==> config.mk <==
export PLATFORM = sky130hd
export DESIGN_NAME = audio_mix_sched
export DESIGN_NICKNAME = d
export VERILOG_FILES = /design/src/rtl/audio_pkg.sv /design/src/rtl/audio_sat16.sv /design/src/rtl/audio_mix_sched.sv
export SDC_FILE = /design/constraint.sdc
export NUM_CORES = 1
export LEC_CHECK = 0
export CAP_MARGIN = 0
export CORE_MARGIN = 1.5
export CORE_UTILIZATION = 50
export CTS_CLUSTER_DIAMETER = 200
export DETAILED_ROUTE_END_ITERATION = 10
export GPL_ROUTABILITY_DRIVEN = 0
export PLACE_DENSITY = 0.79
export SETUP_SLACK_MARGIN = 0.4
export SLEW_MARGIN = 20
export SYNTH_ARGS = -nofsm -noshare
export SYNTH_HDL_FRONTEND = slang
export SYNTH_SLANG_ARGS = --single-unit
==> constraint.sdc <==
create_clock -name clk -period 4.1 [get_ports clk]
set_clock_uncertainty 0.1 [all_clocks]
set_input_delay 0.82 -clock clk [delete_from_list [all_inputs] [get_ports clk]]
set_output_delay 0.82 -clock clk [all_outputs]
set_load 0.01 [all_outputs]
==> src/rtl/audio_pkg.sv <==
// Shared types and helpers for the audio mixer/scheduler slice.
// Holds the scheduler FSM encoding, the PCM sample width and the
// midscale helper used for the DAC idle/reset code.
package audio_pkg;

  // Width of every voice sample and of the saturated mix.
  localparam int SAMPLE_W = 16;

  // Mix scheduler phases: wait for a sample tick, walk the channels,
  // saturate/scale, register the PCM word, strobe the DAC.
  typedef enum logic [2:0] {
    ST_IDLE    = 3'd0,
    ST_COLLECT = 3'd1,
    ST_SCALE   = 3'd2,
    ST_OUTPUT  = 3'd3,
    ST_STROBE  = 3'd4
  } state_t;

  // Offset-binary code for 0.0 at a given DAC width (only the lowest
  // 'bitdepth' bits are meaningful to the caller).
  function automatic logic [SAMPLE_W-1:0] midscale(input int bitdepth);
    return SAMPLE_W'(1) << (bitdepth - 1);
  endfunction

endpackage

==> src/rtl/audio_sat16.sv <==
// Combinational saturation of the wide signed mix accumulator into the
// signed 16-bit range [-32768, 32767].
module audio_sat16
  import audio_pkg::*;
#(
  parameter int ACC_W = 18
) (
  input  logic signed [ACC_W-1:0]    acc,
  output logic signed [SAMPLE_W-1:0] sat
);

  logic pos_ovf;
  logic neg_ovf;

  // Overflow whenever the bits above the 16-bit sign do not all match it.
  always_comb begin
    // NOTE: every output of a combinational block gets a value on every
    // path (here a default up front) so no latch is inferred.
    pos_ovf = !acc[ACC_W-1] && (|acc[ACC_W-2:SAMPLE_W-1]);
    neg_ovf = acc[ACC_W-1] && !(&acc[ACC_W-2:SAMPLE_W-1]);
    sat     = acc[SAMPLE_W-1:0];
    if (pos_ovf) begin
      sat = 16'sh7FFF;
    end else if (neg_ovf) begin
      sat = 16'sh8000;
    end
  end

endmodule

==> src/rtl/audio_mix_sched.sv <==
// Audio mixer / DAC sample scheduler.
// A period counter produces one tick every max(div, NCHAN+3)+1 clocks. Each
// tick walks the voice channels one per cycle, accumulates accepted
// samples, saturates the mix to 16 bits, registers an offset-binary PCM
// word and strobes sample_clock one cycle later (tick-to-strobe latency is
// NCHAN+3 cycles). Enabled channels with no sample pending count as
// underruns in a saturating 8-bit counter.
// Optional feature: define AUDIO_MASTER_VOL_EN to add the master_vol input,
// which scales the saturated mix by master_vol/256 in the SCALE phase.
module audio_mix_sched
  import audio_pkg::*;
#(
  parameter int NCHAN    = 4,
  parameter int BITDEPTH = 12
) (
  input  logic                     clk,
  input  logic                     rst_n,
  input  logic [15:0]              div,
  input  logic [NCHAN-1:0]         ch_en,
  input  logic [NCHAN-1:0]         ch_valid,
  input  logic [SAMPLE_W*NCHAN-1:0] ch_sample,
  output logic [NCHAN-1:0]         ch_ready,
  output logic [BITDEPTH-1:0]      pcm,
  output logic                     sample_clock,
  output logic [7:0]               urun_cnt,
  input  logic                     urun_clr
`ifdef AUDIO_MASTER_VOL_EN
  ,
  input  logic [7:0]               master_vol
`endif
);

  localparam int          IDX_W   = $clog2(NCHAN);
  localparam int          ACC_W   = SAMPLE_W + $clog2(NCHAN);
  // The busy sequence COLLECT..STROBE lasts NCHAN+3 cycles, so a period of
  // at least NCHAN+4 clocks guarantees every tick lands in IDLE.
  localparam logic [15:0] MIN_DIV = 16'(NCHAN + 3);

  // ---------------------------------------------------------------------
  // Sample period counter
  // ---------------------------------------------------------------------
  logic [15:0] div_eff;
  logic [15:0] cnt_q;
  logic        cnt_load_q;
  logic        tick;

  assign div_eff = (div < MIN_DIV) ? MIN_DIV : div;
  // The first cycle out of reset loads div; afterwards div is only
  // re-read at a reload, so a div change never disturbs the running period.
  assign tick    = !cnt_load_q && (cnt_q == 16'd0);

  // Period countdown with reload on tick.
  always_ff @(posedge clk or negedge rst_n) begin
    // NOTE: clocked state is always written with non-blocking assignments
    // so every flop samples the pre-edge values of its inputs.
    if (!rst_n) begin
      cnt_q      <= 16'd0;
      cnt_load_q <= 1'b1;
    end else if (cnt_load_q || tick) begin
      cnt_q      <= div_eff;
      cnt_load_q <= 1'b0;
    end else begin
      cnt_q <= cnt_q - 16'd1;
    end
  end

  // ---------------------------------------------------------------------
  // Scheduler FSM
  // ---------------------------------------------------------------------
  state_t              state_q;
  state_t              state_d;
  logic [IDX_W-1:0]    slot_q;
  logic                last_slot;

  assign last_slot = (slot_q == IDX_W'(NCHAN - 1));

  // State register.
  always_ff @(posedge clk or negedge rst_n) begin
    if (!rst_n) begin
      state_q <= ST_IDLE;
    end else begin
      state_q <= state_d;
    end
  end

  // Next-state logic: a tick is only consumed in IDLE.
  always_comb begin
    state_d = state_q;
    unique case (state_q)
      ST_IDLE:    if (tick) state_d = ST_COLLECT;
      ST_COLLECT: if (last_slot) state_d = ST_SCALE;
      ST_SCALE:   state_d = ST_OUTPUT;
      ST_OUTPUT:  state_d = ST_STROBE;
      ST_STROBE:  state_d = ST_IDLE;
      default:    state_d = ST_IDLE;
    endcase
  end

  // ---------------------------------------------------------------------
  // Channel slot decode (en/valid looked at only in the channel's own slot)
  // ---------------------------------------------------------------------
  logic                       in_collect;
  logic                       take;
  logic                       urun_evt;
  logic signed [SAMPLE_W-1:0] cur_sample;
  logic signed [ACC_W-1:0]    cur_ext;

  assign in_collect = (state_q == ST_COLLECT);
  assign cur_sample = ch_sample[int'(slot_q)*SAMPLE_W +: SAMPLE_W];
  assign cur_ext    = ACC_W'(cur_sample);

  // Accept or underrun decision for the channel owning this slot.
  always_comb begin
    take     = 1'b0;
    urun_evt = 1'b0;
    if (in_collect && ch_en[slot_q]) begin
      take     = ch_valid[slot_q];
      urun_evt = !ch_valid[slot_q];
    end
  end

  // FSM outputs: single ready pulse for the accepted slot, DAC strobe.
  always_comb begin
    ch_ready     = '0;
    if (take) ch_ready = NCHAN'(1) << slot_q;
    sample_clock = (state_q == ST_STROBE);
  end

  // ---------------------------------------------------------------------
  // Mix datapath
  // ---------------------------------------------------------------------
  logic signed [ACC_W-1:0]    acc_q;
  logic signed [SAMPLE_W-1:0] sat;
  logic signed [SAMPLE_W-1:0] scaled_d;
  logic signed [SAMPLE_W-1:0] scaled_q;
  logic [BITDEPTH-1:0]        pcm_d;

  audio_sat16 #(
    .ACC_W (ACC_W)
  ) u_sat (
    .acc (acc_q),
    .sat (sat)
  );

`ifdef AUDIO_MASTER_VOL_EN
  logic signed [24:0] vol_prod;

  // Master volume: saturated mix times master_vol/256, rounded toward -inf.
  always_comb begin
    vol_prod = 25'(sat) * 25'($signed({1'b0, master_vol}));
    scaled_d = SAMPLE_W'(vol_prod >>> 8);
  end
`else
  assign scaled_d = sat;
`endif

  // Offset binary: flip the sign bit, keep the top BITDEPTH bits.
  assign pcm_d = BITDEPTH'((scaled_q ^ 16'h8000) >> (SAMPLE_W - BITDEPTH));

  // Slot index, accumulator, scaled mix and the PCM output register.
  always_ff @(posedge clk or negedge rst_n) begin
    if (!rst_n) begin
      slot_q   <= '0;
      acc_q    <= '0;
      scaled_q <= '0;
      pcm      <= BITDEPTH'(midscale(BITDEPTH));
    end else begin
      unique case (state_q)
        ST_IDLE: begin
          slot_q <= '0;
          if (tick) acc_q <= '0;
        end
        ST_COLLECT: begin
          slot_q <= slot_q + IDX_W'(1);
          if (take) acc_q <= acc_q + cur_ext;
        end
        ST_SCALE:  scaled_q <= scaled_d;
        ST_OUTPUT: pcm      <= pcm_d;
        default: ;
      endcase
    end
  end

  // ---------------------------------------------------------------------
  // Underrun counter: saturating, clear wins but a same-cycle underrun
  // is still counted.
  // ---------------------------------------------------------------------
  always_ff @(posedge clk or negedge rst_n) begin
    if (!rst_n) begin
      urun_cnt <= 8'd0;
    end else if (urun_clr) begin
      urun_cnt <= urun_evt ? 8'd1 : 8'd0;
    end else if (urun_evt && (urun_cnt != 8'hFF)) begin
      urun_cnt <= urun_cnt + 8'd1;
    end
  end

endmodule

* Word level (Yosys, flattened, before mapping)
Index checks and enable logic that the tools add are counted.
Word-level totals: flip-flop bits (word level) 76, output and inout port bits 25
Cells by class: add/subtract/negate cells 4, $lt $le $gt $ge 2, equality and inequality tests 9, shift operators 2, mux-type cells 21, bitwise logic cells 1, reduce and logical (&&, ||, !) cells 18
Operator list (count):
- 16-bit 2-to-1 mux | 4
- 64-bit by 7-bit indexed part select with 16-bit output | 1
- 18-bit 2-to-1 mux | 2
- 18-bit one-hot mux with 2 select lines | 1
- 18-bit by 16-bit adder with 18-bit output | 1
- 16-bit zero test | 1
- 16-bit by 3-bit < comparator with 1-bit output, second input constant | 1
- 8-bit 2-to-1 mux | 2
- 16-bit by 1-bit subtractor with 16-bit output, second input constant | 1
- 3-bit one-hot mux with 4 select lines | 1
- 8-bit by 1-bit adder with 8-bit output, second input constant | 1
- 8-bit != test, second input constant | 1
- 3-bit by 2-bit == test with 1-bit output, second input constant | 2
- 3-bit 2-to-1 mux | 2
- 1-bit logical AND | 5
- 1-bit 2-to-1 mux | 5
- 1-bit binary-select mux with 2-bit select | 2
- 1-bit zero test | 4
- 4-bit 2-to-1 mux | 1
- 2-bit != test, second input constant | 2
- 2-bit one-hot mux with 2 select lines | 1
- 2-bit AND reduction | 2
- 2-bit nonzero test | 2
- 1-bit by 2-bit left shift with 4-bit output, first input constant | 1
- 11 further kinds | 11

* Logic depth before layout (Yosys ltp)
word-level depth 7, gate-level depth with buffers 12

* Hierarchy
From an unflattened synthesis, not the netlist that was laid out.
Second synthesis, totals: cells, all modules 499, area, all modules 4780.8 um^2
By module, submodules not included:
- audio_mix_sched | instances 1, cells each 445, area each 4460.5 um^2
- audio_sat16 | instances 1, cells each 54, area each 320.3 um^2

* Least setup slack after synthesis
OpenSTA, ideal clock, no wires.
path kind register to register, start register slot_q[0], end register acc_q[17], setup time 69 ps, data arrival time 3584 ps, required time 3931 ps, slack 347 ps, stages on the path, launching flop included 12, path buffers 2, cells stage by stage dfrtp_1 -> buf_4 -> buf_1 -> mux4_2 -> ha_1 -> and4_1 -> a211oi_1 -> nor2_1 -> nor4_1 -> a21boi_0 -> or4b_2 -> nand3_1
Between the ends: word-level cells in the longest chain between the ends 6
RTL lines:
- start, declared | RTL line audio_mix_sched.sv:72 | logic [IDX_W-1:0] slot_q;
- start signal, assigned | RTL line audio_mix_sched.sv:174 | slot_q <= slot_q + IDX_W'(1);
- parallel branches: the longest is 6 deep, another holds 18-bit by 16-bit adder with 18-bit output
- end signal, assigned | RTL line audio_mix_sched.sv:175 | if (take) acc_q <= acc_q + cur_ext;
- end, declared | RTL line audio_mix_sched.sv:132 | logic signed [ACC_W-1:0] acc_q;
Parallel ways; which one is timed is not known. The select of a mux whose other input is x is not followed. A chain may end at the register's enable or synchronous reset.

* Worst setup path in the final report
start input ch_sample[62], end register acc_q[17]
Between the ends: word-level cells in the longest chain between the ends 4
RTL lines:
- start, declared | RTL line audio_mix_sched.sv:21 | input logic [SAMPLE_W*NCHAN-1:0] ch_sample,
- 64-bit by 7-bit indexed part select with 16-bit output | RTL line audio_mix_sched.sv:109 | assign cur_sample = ch_sample[int'(slot_q)*SAMPLE_W +: SAMPLE_W];
- 18-bit by 16-bit adder with 18-bit output | RTL line audio_mix_sched.sv:175
- 18-bit 2-to-1 mux | RTL line audio_mix_sched.sv:175
- 18-bit one-hot mux with 2 select lines | RTL line audio_mix_sched.sv:168 | unique case (state_q)
No other way between the ends. The select of a mux whose other input is x is not followed.

==> flow_summary.yaml <==
run_status:
  run_status: "complete, no violations"
clock_tree:
  clockBufferDepth: 2
  cts-root-buf: "clkbuf_8"
  cts_tree: "yes"
  cts_hold_buf: 0
  htree_levels: 3
  cts_resized: 0
  cts.sinks: 72
  clk_latency_ns: 0.34
  clkTransAtPathRegs_ns: 0.07
  cts_buffers: 9
  cts_setup_buffers: 0
synthesis:
  synthArstFlopShare_pct: 100.0
  netlist_area_um2: 4489
  synth_cell_types: 57
  yosysSeqAreaShare_pct: 40.19
  syn-num-nets: 583
  yosysWarnings: 0
  synth_ff_type: "dfrtp_1"
  synth_edf_count: 0
  syn_avg_cell_area_um2: 9.593
  syn_inst: 468
  ys_ff_latch: 72
sta:
  worst_slew_margin_rel_pct: 54.70
  hold_viol: 0
  period_share_pct: 86.16
  fmax_mhz: 283.1
  worst_slew_pin_slew_ns: 0.6794
  slew_viol_final: 0
  post-route-min-period_ns: 3.532
  fin_tns_setup_ns: 0
  setup_viol: 0
  layout_setup_ws_ns: 0.5676
  rsz0062_at_grt: "no"
finish:
  fill_cells: 687
  final_nets: 697
  final_cell_mix: "114 x clkdlybuf4s50_1, 73 x nand2_1, 69 x dfrtp_1, 48 x nor2_1, 35 x o21ai_0"
  drive_above_1_share_pct: 8.874
  areaGrowthSynthToFinish_pct: 33.64
  final_common_cell: "clkdlybuf4s50_1"
  insertedDiodeCount: 0
floorplan:
  fp-row-count: 34
  core_um2: 8721
  die_y_um: 97.76
  die_area_um2: 9556
  die_x_um: 97.76
  ios: 116
  start_util_pct: 51.48
detailed_routing:
  drc: 0
  drt_iter0_drc: 120
  avgViaCountPerCell: 5.576
  vias: 3870
  wire_per_inst_um: 14.10
  ant_nets: 0
  totalWireLength_um: 9783
  firstDrtPassIters: 4
setup_path:
  worstPathCellList: "clkdlybuf4s50_1 -> mux4_2 -> ha_1 -> and4_1 -> a211oi_1 -> nor2_1 -> nor4_2 -> a21boi_0 -> or4b_2 -> nand3_1"
  cp_num_buf_inv: 1
  critPathTopFamily: "simple AND/OR/NAND/NOR gates"
  worst-setup-path-type: "primary input to flop"
  crit_arrival_ns: 3.70
  required_ns: 4.27
  slowest_stage: "or4b_2"
  cp-start-kind: "primary input"
  slowest_delay_ns: 0.64
  endpoint_kind: "flop"
  cp_max_fo: 5
power_and_ir_drop:
  leakage_nw: 2.533
  powerDensity_nw_per_um2: 278.4
  vdd_drop_max_mv: 0.1504
global_routing:
  first_global_vias: 3901
  grt_pass1_wl_um: 16970
  grt-ovfl-total: 0
  grt_max_degree: 33
  antenna_found_initial: 0
  grt_use_total_pct: 21.60
worst_hold_path:
  min_path_type: "flop to flop"
placed_design:
  pre_cts_ws_ns: 0.1700
  portBuffers: 115
  dpl.hpwl_um: 7709
run:
  cap_violations: 0
==> cells in the mapped netlist, types with 4 or more instances <==
library cell	instances	area [µm²]
a22o_1	10	87.58
nor4_1	5	31.28
ha_1	23	287.8
xnor2_1	23	201.4
a21oi_1	26	130.1
nand2_1	73	274.0
o31ai_1	7	52.55
dfrtp_1	70	1752
nand4_1	4	25.02
nor2_1	48	180.2
nand3_1	9	45.04
o21ai_0	36	180.2
mux4_2	18	405.4
inv_1	15	56.30
nor3_1	11	55.05
xor2_1	7	61.31
clkbuf_1	9	33.78
nand2b_1	4	25.02
a31oi_1	5	31.28
and2_1	7	43.79
a21o_1	6	45.04
==> power breakdown <==
part / total [mW] / leakage (nW) / switching [mW] / internal [mW]
registers: 0.744 / 0.953 / 0.0176 / 0.727
logic: 0.189 / 1.45 / 0.0695 / 0.119
clock network: 0.737 / 0.133 / 0.257 / 0.480
total: 1.67 / 2.53 / 0.344 / 1.33
==> cell type report <==
type                       instances  area, µm²  area share, %
sequential                        72       1805          30.09
clock inverter                     5      128.9          2.148
inverter                          15      56.30         0.9385
multi-input combinational        362       2534          42.23
tap                              108      135.1          2.252
timing repair buffer             122       1202          20.04
clock buffer                      10      137.6          2.294
==> flip-flops by register name (all words and copies together) (netlist names) <==
name	cells
scaled_q	12
slot_q	2
cnt_q	16
state_q	3
cnt_load_q	1
pcm	12
urun_cnt	8
acc_q	18
==> metrics by stage <==
stage               hold WS [ns]  util [%]  cells  power (mW)  instance area, µm²
CTS                       0.3690     68.67    694       1.686                5988
detailed placement        0.3615     65.61    679      0.9482                5722
floorplan                 0.2988         -    468      0.8311                4491
global route              0.3977     68.79    694       1.735                6000
global placement          0.3490     65.61    679      0.9416                5722
finish                    0.3597     68.79    694       1.670                6000
==> layer usage <==
layer | wire (µm) | global-route usage, %
met1 | 4087 | 25.18
met2 | 4980 | 39.26
met3 | 523 | 3.794
met4 | 192 | 8.901
met5 | 0 | 0
==> final timing paths <==
kind | start | endpoint | slack (ns) | cells after the start
max reg2reg | slot_q[0]$_DFFE_PN0P_ | acc_q[16]$_DFFE_PN0P_ | 0.75 | 13
min reg2reg | scaled_q[15]$_DFFE_PN0N_ | pcm[11]$_DFFE_PN1P_ | 0.36 | 1
min | scaled_q[15]$_DFFE_PN0N_ | pcm[11]$_DFFE_PN1P_ | 0.36 | 1
max | ch_sample[62] | acc_q[17]$_DFFE_PN0P_ | 0.57 | 10
min in group asynchronous | rst_n | cnt_q[2]$_DFF_PN0_ | 0.40 | 1
max in group asynchronous | rst_n | pcm[9]$_DFFE_PN0P_ | 2.63 | 2
==> cell families after synthesis <==
group,count (synthesis),synth area share (%)
AOI/OAI and AO/OA,106,14.85
other,1,0.08353
and+or+nand+nor,181,19.15
adders and majority gates,24,6.856
xor gates and xnor gates,30,5.853
muxes,20,9.504
DFF,72,40.19
buffers and inverters,34,3.511
Note: power is estimated with default switching activity, not from simulation.
